File: config.mk
export PLATFORM = sky130hd
export DESIGN_NAME = trap_ctrl
export DESIGN_NICKNAME = d
export VERILOG_FILES = /design/src/rtl/trap_ctrl.sv
export SDC_FILE = /design/constraint.sdc
export NUM_CORES = 1
export LEC_CHECK = 0
export CORE_MARGIN = 8
export CORE_UTILIZATION = 55
export CTS_BUF_LIST = sky130_fd_sc_hd__clkbuf_16
export CTS_CLUSTER_SIZE = 8
export DETAILED_ROUTE_END_ITERATION = 7
export DONT_BUFFER_PORTS = 1
export HOLD_SLACK_MARGIN = 0.06
export PLACE_DENSITY = 0.7
export SKIP_CTS_REPAIR_TIMING = 1
export SKIP_LAST_GASP = 1
export SLEW_MARGIN = 0
export SYNTH_ARGS = -nofsm -noshare
export SYNTH_HDL_FRONTEND = slang
export SYNTH_SLANG_ARGS = --single-unit
File: constraint.sdc
create_clock -name i_clock -period 2.4 [get_ports i_clock]
set_input_delay 0.72 -clock i_clock [delete_from_list [all_inputs] [get_ports i_clock]]
set_output_delay 0.72 -clock i_clock [all_outputs]
set_load 0.01 [all_outputs]
File: src/rtl/trap_ctrl.sv
// Trap entry/return sequencer between commit/LSU status, the machine-mode CSR write port and the IFU redirect.
// Optional build macro TRAP_CTRL_VECTORED_EN: vectored interrupt targets when mtvec.MODE == 2'b01.
module trap_ctrl #(
  parameter int DRAIN_TIMEOUT = 255
) (
  input  logic        i_clock,
  input  logic        i_reset,
  input  logic        i_exc_valid,
  input  logic [4:0]  i_exc_cause,
  input  logic [31:0] i_exc_pc,
  input  logic        i_mret_valid,
  input  logic        i_commit_valid,
  input  logic [31:0] i_commit_npc,
  input  logic        i_irq_timer,
  input  logic        i_irq_ext,
  input  logic        i_mie,
  input  logic        i_lsu_busy,
  input  logic [31:0] i_mtvec,
  input  logic [31:0] i_mepc,
  output logic        o_stall,
  output logic        o_csr_valid,
  output logic        o_csr_exception,
  output logic        o_csr_mret,
  output logic [31:0] o_csr_mcause,
  output logic [31:0] o_csr_epc,
  output logic        o_redirect_valid,
  input  logic        i_redirect_ready,
  output logic [31:0] o_redirect_pc,
  output logic        o_hang
);

  localparam logic [7:0] TIMEOUT_CNT = 8'(DRAIN_TIMEOUT);

  typedef enum logic [1:0] {S_IDLE, S_DRAIN, S_UPDATE, S_REDIRECT} state_t;
  typedef enum logic [1:0] {K_NONE, K_EXC, K_MRET, K_IRQ} kind_t;

  state_t      state_q, state_d;
  kind_t       kind_q, kind_d;
  logic [31:0] cause_q, cause_d;
  logic [31:0] epc_q, epc_d;
  logic [31:0] target_q, target_d;
  logic [7:0]  cnt_q, cnt_d;
  logic        hang_q, hang_d;
  logic [31:0] mtvec_base;
  logic [31:0] trap_target;

  assign mtvec_base = {i_mtvec[31:2], 2'b00};

`ifdef TRAP_CTRL_VECTORED_EN
  // Only interrupts are vectored; synchronous exceptions always land on the base.
  assign trap_target = ((kind_q == K_IRQ) && (i_mtvec[1:0] == 2'b01))
                     ? mtvec_base + {25'd0, cause_q[4:0], 2'b00}
                     : mtvec_base;
`else
  logic unused_mtvec_mode;
  assign unused_mtvec_mode = ^i_mtvec[1:0];
  assign trap_target       = mtvec_base;
`endif

  always_ff @(posedge i_clock or negedge i_reset) begin
    if (!i_reset) begin
      state_q  <= S_IDLE;
      kind_q   <= K_NONE;
      cause_q  <= '0;
      epc_q    <= '0;
      target_q <= '0;
      cnt_q    <= '0;
      hang_q   <= 1'b0;
    end else begin
      state_q  <= state_d;
      kind_q   <= kind_d;
      cause_q  <= cause_d;
      epc_q    <= epc_d;
      target_q <= target_d;
      cnt_q    <= cnt_d;
      hang_q   <= hang_d;
    end
  end

  always_comb begin
    state_d  = state_q;
    kind_d   = kind_q;
    cause_d  = cause_q;
    epc_d    = epc_q;
    target_d = target_q;
    cnt_d    = cnt_q;
    hang_d   = hang_q;
    case (state_q)
      S_IDLE: begin
        if (i_exc_valid) begin
          kind_d  = K_EXC;
          cause_d = {27'd0, i_exc_cause};
          epc_d   = i_exc_pc;
          state_d = S_DRAIN;
        end else if (i_mret_valid) begin
          kind_d  = K_MRET;
          cause_d = '0;
          epc_d   = '0;
          state_d = S_DRAIN;
        end else if (i_commit_valid && i_mie && (i_irq_ext || i_irq_timer)) begin
          kind_d  = K_IRQ;
          cause_d = i_irq_ext ? 32'h8000_000B : 32'h8000_0007;
          epc_d   = i_commit_npc;
          state_d = S_DRAIN;
        end
      end
      S_DRAIN: begin
        if (!i_lsu_busy) begin
          cnt_d   = '0;
          state_d = S_UPDATE;
        end else begin
          // Saturate so a long stall never wraps back below the timeout.
          cnt_d = (cnt_q == 8'hFF) ? cnt_q : cnt_q + 8'd1;
          if (cnt_d == TIMEOUT_CNT) hang_d = 1'b1;
        end
      end
      S_UPDATE: begin
        target_d = (kind_q == K_MRET) ? i_mepc : trap_target;
        state_d  = S_REDIRECT;
      end
      S_REDIRECT: begin
        if (i_redirect_ready) state_d = S_IDLE;
      end
      default: state_d = S_IDLE;
    endcase
  end

  logic in_update, trap_update;
  assign in_update   = (state_q == S_UPDATE);
  assign trap_update = in_update && (kind_q != K_MRET);

  assign o_stall          = (state_q != S_IDLE);
  assign o_csr_valid      = in_update;
  assign o_csr_exception  = trap_update;
  assign o_csr_mret       = in_update && (kind_q == K_MRET);
  assign o_csr_mcause     = trap_update ? cause_q : 32'd0;
  assign o_csr_epc        = trap_update ? epc_q : 32'd0;
  assign o_redirect_valid = (state_q == S_REDIRECT);
  assign o_redirect_pc    = (state_q == S_REDIRECT) ? target_q : 32'd0;
  assign o_hang           = hang_q;

endmodule

==> results.tsv, run 1 <==
metric	value	unit
area of the mapped netlist	4620	sq um
total negative slack	0	ns
layout cells sized above 1	0.0591	
Cell Pwr Density	1250	nW/um^2
Die ar.	11600	sq um
total gr overflow	0	
final layout net count	637	
antenna viol nets, final	0	
DP Worst Slack	0.384	ns
register area	2080	sq um
Synth top cells by count	dfrtp_1 (83), nand2_1 (49), a21oi_1 (41)	
leak pwr	2.36	nW
Final setup viols	0	
placed wire-length estimate	9110	um
# IOs	245	
vias in the first global route	3596	
CTS tree	built	
port buffer count	0	
CP Max Fanout	32	
Final Hold Vio Count	0	
Synthesis Warnings	0	
wire length per cell	20.6	um
Num CTS Buffers	9	
H-tree levels	3	
Clock Root Buffer	clkbuf_16	
Rows	33	
Req. time, crit path	1.68	ns
# DRC	0	
fin util	0.596	
startpoint types	register	
post-layout min period	2.28	ns
Yosys cell types	42	
Primary FF master, synth	dfrtp_1	
Seq cells post-synth	83	
Layout fillers	730	
antenna violations before repair	0	
crit path DAT	1.56	ns
count leader, synth	dfrtp_1	
core area	8180	sq um
largest net degree at the start of global routing	84	
Worst-path clk slew	0.06	ns
peak supply drop	0.533	mV
Max Buffers Root-to-Sink	2	
Slew Limit Fails	0	
die extent in y	108	um
RSZ-0062 raised after global routing	false	
Final Cell Area	4870	sq um
syn avg cell area	9.04	sq um
DRT iter0 DRCs	176	
first-pass GRT wire length	18600	um
worst setup margin	0.122	ns
HP Class	input port to asynchronous set/reset pin	
Area contributors post-synth	dfrtp_1 (45%), mux2i_1 (6.7%), a22oi_1 (5.4%), and3_1 (5.3%), and2_1 (4.5%)	
Initial DRT Pass Iterations	4	
Post-synth EDFFs	0	
share of the synthesized area in the top cell type	0.450	
worst-skew pair later-pin latency	0.32	ns
Global Route Usage Sum	0.200	
Layout area overhead	5.50	%
ant diodes	0	
via-per-instance ratio	5.87	
Placed Area	4570	sq um
Die Wd	108	um
GP Congestion	0.871	
CP Class	register to output port	
cells after synthesis	511	
cell taking the most area after synthesis	dfrtp_1	
total routed wirelength	12300	um
element type at the critical path end	output port	
footprint of the multi-input gates	2220	sq um
Initial Utilization	0.565	
period utilisation layout	0.949	
max frequency	0.439	GHz
hold_ws	0.0874	ns
outcome	complete, no violations	
Seq/Total Area, Yosys	0.450	
Clock Sinks	83	
Worst Clk Skew	0.00638	ns
reported max-cap violation count	0	
Vias	3500	
async set-reset flop share out of synthesis	1.00	
[metrics by stage]
step | cells | power [mW]
2_1_floorplan | 536 | 4.29
3_3_place_gp | 582 | 4.69
3_5_place_dp | 582 | 4.81
4_1_cts | 595 | 6.11
5_1_grt | 596 | 6.58
6_report | 596 | 6.09
[worst max-delay path, stage by stage, from the launching register on]
cell and delay (ns):
dfrtp_1 0.39, inv_1 0.11, ha_2 0.27, buf_12 0.20
inv_1 0.10, nor2_2 0.16
[cell type report]
class                      count  share of cell area
multi-input combinational    376               0.455
sequential                    83               0.426
clock buffer                   9              0.0462
timing repair buffer          10              0.0293
tap                          105              0.0270
clock inverter                 4             0.00950
inverter                       9             0.00693
[cell usage in the layout, fill, tap and decap left out, types with 26 or more instances in the layout]
cell and n:
dfrtp_1 83, nand2_1 49, a21oi_1 41, and3_1 39
o21ai_0 34, and2_1 33, nor2_1 33, a22oi_1 33
mux2i_1 31, conb_1 26
[routing by layer]
metal  track usage  vias up  share of wire
li1              -     1693              -
met1         0.225     1632           0.39
met2         0.346      164           0.51
met3        0.0701       11          0.093
met4        0.0624        0          0.010
met5             0        -              0
[flip-flops by register name, summed over array words and instances (netlist names)]
signal    flops
cause_q       6
cnt_q         8
epc_q        32
kind_q        2
o_hang        1
state_q       2
target_q     32
[power breakdown]
group          switching [mW]  leakage, nW  internal [mW]
logic                    1.57         1.22          0.931
registers               0.318         1.01           2.00
clock network           0.494        0.134          0.782
total                    2.38         2.36           3.71
[final timing paths]
check                                        from                       end  slack (ns)  cells past startpoint
max reg2reg                state_q[0]$_DFFE_PN0P_    state_q[0]$_DFFE_PN0P_        0.68                      6
min                                       i_reset  target_q[27]$_DFFE_PN0P_        0.09                      0
min in group i_clock        epc_q[23]$_DFFE_PN0P_     epc_q[23]$_DFFE_PN0P_        0.47                      2
max in group asynchronous                 i_reset  target_q[23]$_DFFE_PN0P_        2.13                      0
max                        state_q[0]$_DFFE_PN0P_                o_csr_mret        0.12                      5
min reg2reg                 epc_q[23]$_DFFE_PN0P_     epc_q[23]$_DFFE_PN0P_        0.47                      2
[cells by family (layout without fill, tap and decap cells)]
family	after synthesis	after routing	synth area share
simple gates	176	176	0.193
compound gates	137	137	0.181
flops	83	83	0.450
buf+inv	77	32	0.0929
mux	31	31	0.0672
fa+ha+maj	5	5	0.0135
other cells	1	26	0.000812
xor+xnor	1	1	0.00190
Power figures use the tool's default switching activity.
==> run 2: changes to the inputs <==
--- a/config.mk
+++ b/config.mk
@@ -12,4 +12,5 @@
 export DETAILED_ROUTE_END_ITERATION = 7
 export DONT_BUFFER_PORTS = 1
+export GPL_TIMING_DRIVEN = 0
 export HOLD_SLACK_MARGIN = 0.06
 export PLACE_DENSITY = 0.7
==> constraint.sdc (replaced) <==
create_clock -name i_clock -period 2.4 [get_ports i_clock]
set_input_delay 0.72 -clock i_clock [delete_from_list [all_inputs] [get_ports i_clock]]
set_output_delay 0.72 -clock i_clock [all_outputs]
set_load 0.05 [all_outputs]
==> run 2 against run 1 <==
The run now ends with negative setup slack left. Total power is 36% higher. Global-route usage is 2.8 points higher. Worst setup slack worse by 0.20 ns. Count of clock-buffer cells in the layout stayed put. Critical path depth stayed put. Maximum frequency is 8.0% lower. Largest power group unchanged. Highest routed layer unchanged.
==> results.tsv, run 2 (same netlist as run 1, synthesis figures left out) <==
metric	value	unit	change
commonest non-fill, non-tap cell in the layout	dfrtp_1		
Max Buffers Root-to-Sink	2		unchanged
antenna violations before repair	0		unchanged
# DRC	0		unchanged
clock power share	0.165		-0.045
commonest non-fill, non-tap cells in the layout	dfrtp_1 (81), nand2_1 (49), a21oi_1 (41)		
element type at the critical path end	output port		
final layout net count	700		+9.9%
# placed instances	641		+10%
Worst Clk Skew	0.00485	ns	-0.00152 ns
Clock Root Buffer	clkbuf_16		
HP Class	input port to asynchronous set/reset pin		
Layout fillers	677		-7.3%
total negative slack	-1.59	ns	-1.59 ns
startpoint types	register		
hold_ws	0.0747	ns	-0.0126 ns
GP Congestion	0.822		-5.7%
wire length per cell	21.6	um	+4.8%
worst setup margin	-0.0770	ns	-0.199 ns
Seq pwr share	0.284		-0.096
H-tree levels	3		unchanged
Pint	4.28	mW	+15%
die extent in y	108	um	unchanged
ant diodes	0		unchanged
Critical R2R Launch	state_q[1]$_DFFE_PN0P_		
peak supply drop	0.710	mV	+33%
vias in the first global route	3810		+6.0%
Num CTS Buffers	9		unchanged
largest net degree at the start of global routing	84		unchanged
Rows	33		unchanged
DRT iter0 DRCs	167		-5.1%
Die Wd	108	um	unchanged
reported max-cap violation count	0		unchanged
post-layout min period	2.48	ns	+0.199 ns
Global Route Usage Sum	0.228		+0.0275
R2R Setup Slk	0.44	ns	-0.24 ns
met3 usage	0.0892		+0.0192
RR Endpoint	state_q[0]$_DFFE_PN0P_		
outcome	finished with violations		
Power Total	8.29	mW	+36%
Placed Area	4870	sq um	+6.6%
switching power	4.01	mW	+69%
Clock Sinks	83		unchanged
met1 track demand over resource	0.260		+0.0353
Vias	3883		+11%
CTS tree	built		
Top Registers	epc_q: 32 flops, target_q: 32 flops, cnt_q: 8 flops		
worst-skew pair later-pin latency	0.34	ns	+0.02 ns
busiest grt layer	met2		
first-pass GRT wire length	20700	um	+11%
total routed wirelength	14300	um	+16%
antenna viol nets, final	0		unchanged
Initial Utilization	0.565		unchanged
Final Hold Vio Count	0		unchanged
CP Class	register to output port		
failing checks	negative setup slack		
leak pwr	2.59	nW	+9.9%
R2R cell count	6		unchanged
Req. time, crit path	1.68	ns	about the same
fin util	0.682		+0.0856
layout cells sized above 1	0.269		+0.210
total gr overflow	0		unchanged
via-per-instance ratio	5.87		-0.12%
Final setup viols	32		+32
Tightest Pin Transition	0.716	ns	
RSZ-0062 raised after global routing	true		
port buffer count	0		unchanged
period utilisation layout	1.03		+0.0828
placed wire-length estimate	10700	um	+17%
Non-Filler Instances	662		+11%
max frequency	0.404	GHz	-8.0%
DP Worst Slack	-0.376	ns	-0.759 ns
Initial DRT Pass Iterations	4		unchanged
met2 Usage GRT	0.387		+0.0408
Slew HR	0.523		
Switching Fraction	0.484		+0.0930
core area	8180	sq um	unchanged
crit path DAT	1.76	ns	+0.20 ns
Cell Pwr Density	1490	nW/um^2	+19%
Comb pwr share	0.551		+0.141
CP Max Fanout	7		-78%
# IOs	245		unchanged
Final Cell Area	5570	sq um	+14%
Die ar.	11600	sq um	unchanged
Slew Limit Fails	0		unchanged
Layout area overhead	20.6	%	
Worst-path clk slew	0.06	ns	about the same
[run 2: cell types whose count changed in the layout (fill, tap and decap cells not counted), moves of 8 or more]
cell      previous run  this run
clkbuf_1             0        15
and2_4               0        31
buf_2                0         8
and2_1              33         2
and3_1              39         1
buf_4                5        29
and3_4               0        37
[run 2: critical path: stages, from the launching register on]
cell and delay, ns:
dfrtp_2 0.42, inv_2 0.09, ha_4 0.31, buf_8 0.18, clkbuf_16 0.14, and3_4 0.28
[run 2: cell type report]
| class | instances | area, sq um | share of cell area |
|---|---|---|---|
| Buffer | 68 | 460 | 0.0826 |
| Clock buffer | 9 | 225 | 0.0404 |
| Clock inverter | 7 | 68.8 | 0.0123 |
| Inverter | 9 | 33.8 | 0.00606 |
| Multi-Input combinational cell | 376 | 2500 | 0.449 |
| Sequential cell | 83 | 2080 | 0.373 |
| Tap cell | 105 | 131 | 0.0236 |
| Timing Repair Buffer | 5 | 70.1 | 0.0126 |
[run 2: worst max-delay path by stage]
stage	from	endpoint	slack, ns	cells after the start
final	state_q[0]$_DFFE_PN0P_	o_csr_epc[16]	-0.08	5
after global routing	state_q[0]$_DFFE_PN0P_	o_csr_epc[13]	-0.13	4
after CTS	state_q[0]$_DFFE_PN0P_	o_csr_epc[22]	-0.74	5
after detailed placement	state_q[0]$_DFFE_PN0P_	o_csr_epc[22]	-0.38	5
after global placement	state_q[0]$_DFFE_PN0P_	o_csr_epc[22]	-0.31	5
after floorplan	state_q[1]$_DFFE_PN0P_	o_redirect_pc[10]	0.05	3
[run 2: per-layer routing]
layer	vias up	routed length [um]
met4	0	118
met5	-	0
met2	173	7180
li1	1822	-
met1	1879	5450
met3	9	1540
[run 2: power groups by stage]
stage / Sequential, mW / Clock, mW / Combinational [mW]
6_report: 2.35 / 1.37 / 4.57
5_1_grt: 2.41 / 1.45 / 4.89
4_1_cts: 2.29 / 1.39 / 3.97
3_5_place_dp: 2.31 / 0 / 3.95
3_3_place_gp: 2.28 / 0 / 3.88
2_1_floorplan: 2.22 / 0 / 3.36
==> run 3: changes to the inputs <==
- ABC_AREA: unset -> 1
- CORE_AREA: unset -> 2 2 95 97
- CORE_MARGIN: 8 -> unset
- CORE_UTILIZATION: 55 -> unset
- DIE_AREA: unset -> 0 0 97 99
- PLACE_DENSITY: 0.7 -> 0.69
==> run 3 against run 2 <==
Critical path type unchanged. Via count grew 7.0%. First-iteration DRC count shrank 23%. Count of clock-buffer cells in the layout is the same. Global-route usage grew 0.77 points. Clock skew grew 0.0025 ns. The flow still finishes with violations (negative setup slack). Final cell count grew 20%. Die area shrank 17%. Sequential power grew 9.4%.
==> results.tsv, run 3 <==
metric	value	unit	change
outcome	finished with violations		
failing checks	negative setup slack		
Primary FF master, synth	dfrtp_1		
crit-path most repeated cell	buf_12		
Final Hold Vio Count	0		unchanged
max frequency	0.385	GHz	-4.6%
period utilisation layout	1.08		+0.0494
placed wire-length estimate	8590	um	-20%
Max Buffers Root-to-Sink	2		unchanged
CTS tree	built		
Worst Setup EP	o_csr_epc[29]		
largest net degree at the start of global routing	84		unchanged
commonest non-fill, non-tap cells in the layout	nand2_1 (163), dfrtp_1 (81), nand3_1 (65)		
Critical R2R Launch	state_q[1]$_DFFE_PN0P_		
Die Wd	97	um	-9.9%
Die ar.	9600	sq um	-17%
port buffer count	0		unchanged
layout cells sized above 1	0.276		+0.00621
leak pwr	2.88	nW	+11%
Synthesis Warnings	0		unchanged
Slew Limit Fails	0		unchanged
Clock Sinks	83		unchanged
Num CTS Buffers	9		unchanged
DP Worst Slack	-0.301	ns	+0.0747 ns
CP Depth	6		+1
element type at the critical path end	output port		
Rows	34		+3.0%
RR Endpoint	epc_q[24]$_DFFE_PN0P_		
cells after synthesis	633		+24%
DRT iter0 DRCs	128		-23%
Initial DRT Pass Iterations	4		unchanged
wire length per cell	15.5	um	-28%
vias in the first global route	3915		+2.8%
area of the mapped netlist	4600	sq um	-0.51%
# IOs	245		unchanged
antenna viol nets, final	0		unchanged
peak supply drop	0.793	mV	+12%
cell taking the most area after synthesis	dfrtp_1		
die extent in y	99	um	-8.0%
Area contributors post-synth	dfrtp_1 (45%), nand2_1 (16%), inv_1 (7.5%), nand3_1 (7.1%), a22oi_1 (4.6%)		
Tightest Pin Transition	0.579	ns	-0.137 ns
Worst-path clk slew	0.06	ns	about the same
R2R cell count	8		+2
CP bufs+invs	3		unchanged
share of the synthesized area in the top cell type	0.452		+0.00233
count leader, synth	nand2_1		
commonest non-fill, non-tap cell in the layout	nand2_1		
Vias	4154		+7.0%
slowest CP cell	dfrtp_2		
final layout net count	829		+18%
# placed instances	766		+20%
core area	8550	sq um	+4.6%
total routed wirelength	12300	um	-14%
CP Class	register to output port		
Seq/Total Area, Yosys	0.452		+0.00233
Layout area overhead	33.1	%	
syn avg cell area	7.26	sq um	-20%
Top Registers	epc_q: 32 flops, target_q: 32 flops, cnt_q: 8 flops		
total gr overflow	0		unchanged
startpoint types	register		
Worst path top cell family by delay	flip-flops		
Non-Filler Instances	794		+20%
Initial Utilization	0.537		-0.0276
Synth top cells by count	nand2_1 (195), inv_1 (92), dfrtp_1 (83)		
Layout fillers	672		-0.74%
Cell Pwr Density	1540	nW/um^2	+3.7%
Final setup viols	68		+110%
# DRC	0		unchanged
post-layout min period	2.60	ns	+0.119 ns
crit path DAT	1.88	ns	+0.12 ns
CP peak stage delay	0.43	ns	about the same
Slew HR	0.614		+0.0907
first-pass GRT wire length	18300	um	-11%
worst-path cell chain	inv_2 > ha_4 > nand2_8 > buf_12 > buf_12 > nor2_4		
async set-reset flop share out of synthesis	1.00		unchanged
ant diodes	0		unchanged
Global Route Usage Sum	0.235		+0.00771
Critical path origin	state_q[0]$_DFFE_PN0P_		
RSZ-0062 raised after global routing	true		
reported max-cap violation count	0		unchanged
HP Class	input port to asynchronous set/reset pin		
Yosys cell types	26		-38%
R2R Setup Slk	0.52	ns	+0.08 ns
H-tree levels	3		unchanged
via-per-instance ratio	5.23		-11%
Req. time, crit path	1.68	ns	about the same
antenna violations before repair	0		unchanged
Post-synth EDFFs	0		unchanged
fin util	0.715		+0.0334
Clock Root Buffer	clkbuf_16		
worst setup margin	-0.196	ns	-0.119 ns
Worst Clk Skew	0.00734	ns	+0.00249 ns
GP Congestion	0.911		+11%
worst-skew pair later-pin latency	0.33	ns	about the same
CP Max Fanout	10		+3
Seq cells post-synth	83		unchanged
==> run 3: cell count changes after synthesis, sizes merged, moves of 8 or more <==
cell and delta:
nand2 +148, inv +84, nand3 +59, and3 -39, a21oi -37, and2 -33, mux2i -31, nor2 +18
clkbuf -15, o21ai -8
==> run 3: how the worst min path moves through the flow <==
stage / start / to / slack [ns]
after floorplan: i_reset / cause_q[0]$_DFFE_PN0P_ / 0.42
after global placement: i_reset / cnt_q[6]$_DFFE_PN0P_ / 0.43
final: i_reset / target_q[30]$_DFFE_PN0P_ / 0.08
after global routing: i_reset / target_q[30]$_DFFE_PN0P_ / 0.07
after CTS: i_reset / cnt_q[6]$_DFFE_PN0P_ / 0.08
after detailed placement: i_reset / cnt_q[6]$_DFFE_PN0P_ / 0.43
==> run 3: area by class of cell <==
type / count / area (sq um) / area share
buffer: 58 / 477 / 0.0780
clock buffer: 9 / 225 / 0.0368
clock inverter: 7 / 85.1 / 0.0139
inverter: 93 / 469 / 0.0767
multi-input combinational: 424 / 2470 / 0.403
sequential: 83 / 2080 / 0.340
tap: 108 / 135 / 0.0221
timing repair buffer: 12 / 178 / 0.0291
==> run 3: metal layers <==
metal | global-route usage | vias up | share of wire
met5 | 0 | - | 0
met4 | 0.0975 | 0 | 0.024
met3 | 0.0560 | 25 | 0.065
met2 | 0.392 | 151 | 0.52
met1 | 0.297 | 1960 | 0.39
li1 | - | 2018 | -
==> run 3: report_power, final <==
| group | internal [mW] | switching, mW | leakage [nW] |
|---|---|---|---|
| logic | 1.67 | 3.77 | 1.67 |
| clock network | 0.900 | 0.528 | 0.159 |
| registers | 2.05 | 0.513 | 1.04 |
| total | 4.62 | 4.81 | 2.88 |
==> run 3: per-stage QoR <==
| stage | TNS [ns] | area, sq um | power [mW] | hold WS (ns) |
|---|---|---|---|---|
| 2_1_floorplan | -0.537 | 4860 | 5.97 | 0.424 |
| 3_5_place_dp | -12.98 | 5000 | 6.60 | 0.427 |
| 4_1_cts | -38.52 | 5310 | 8.04 | 0.0756 |
| 3_3_place_gp | -10.78 | 5000 | 6.50 | 0.427 |
| 6_report | -7.74 | 6110 | 9.43 | 0.0816 |
| 5_1_grt | -11.18 | 6110 | 10.0 | 0.0689 |
==> run 3: kinds of logic after synthesis <==
kind of cell               count (synthesis)  synth area share
DFF                                       83             0.452
and+or+nand+nor                          316             0.281
other                                      1          0.000816
xor gates and xnor gates                   1           0.00191
adders and majority gates                  5            0.0136
AOI/OAI and AO/OA                         76             0.102
buffers and inverters                    151             0.149
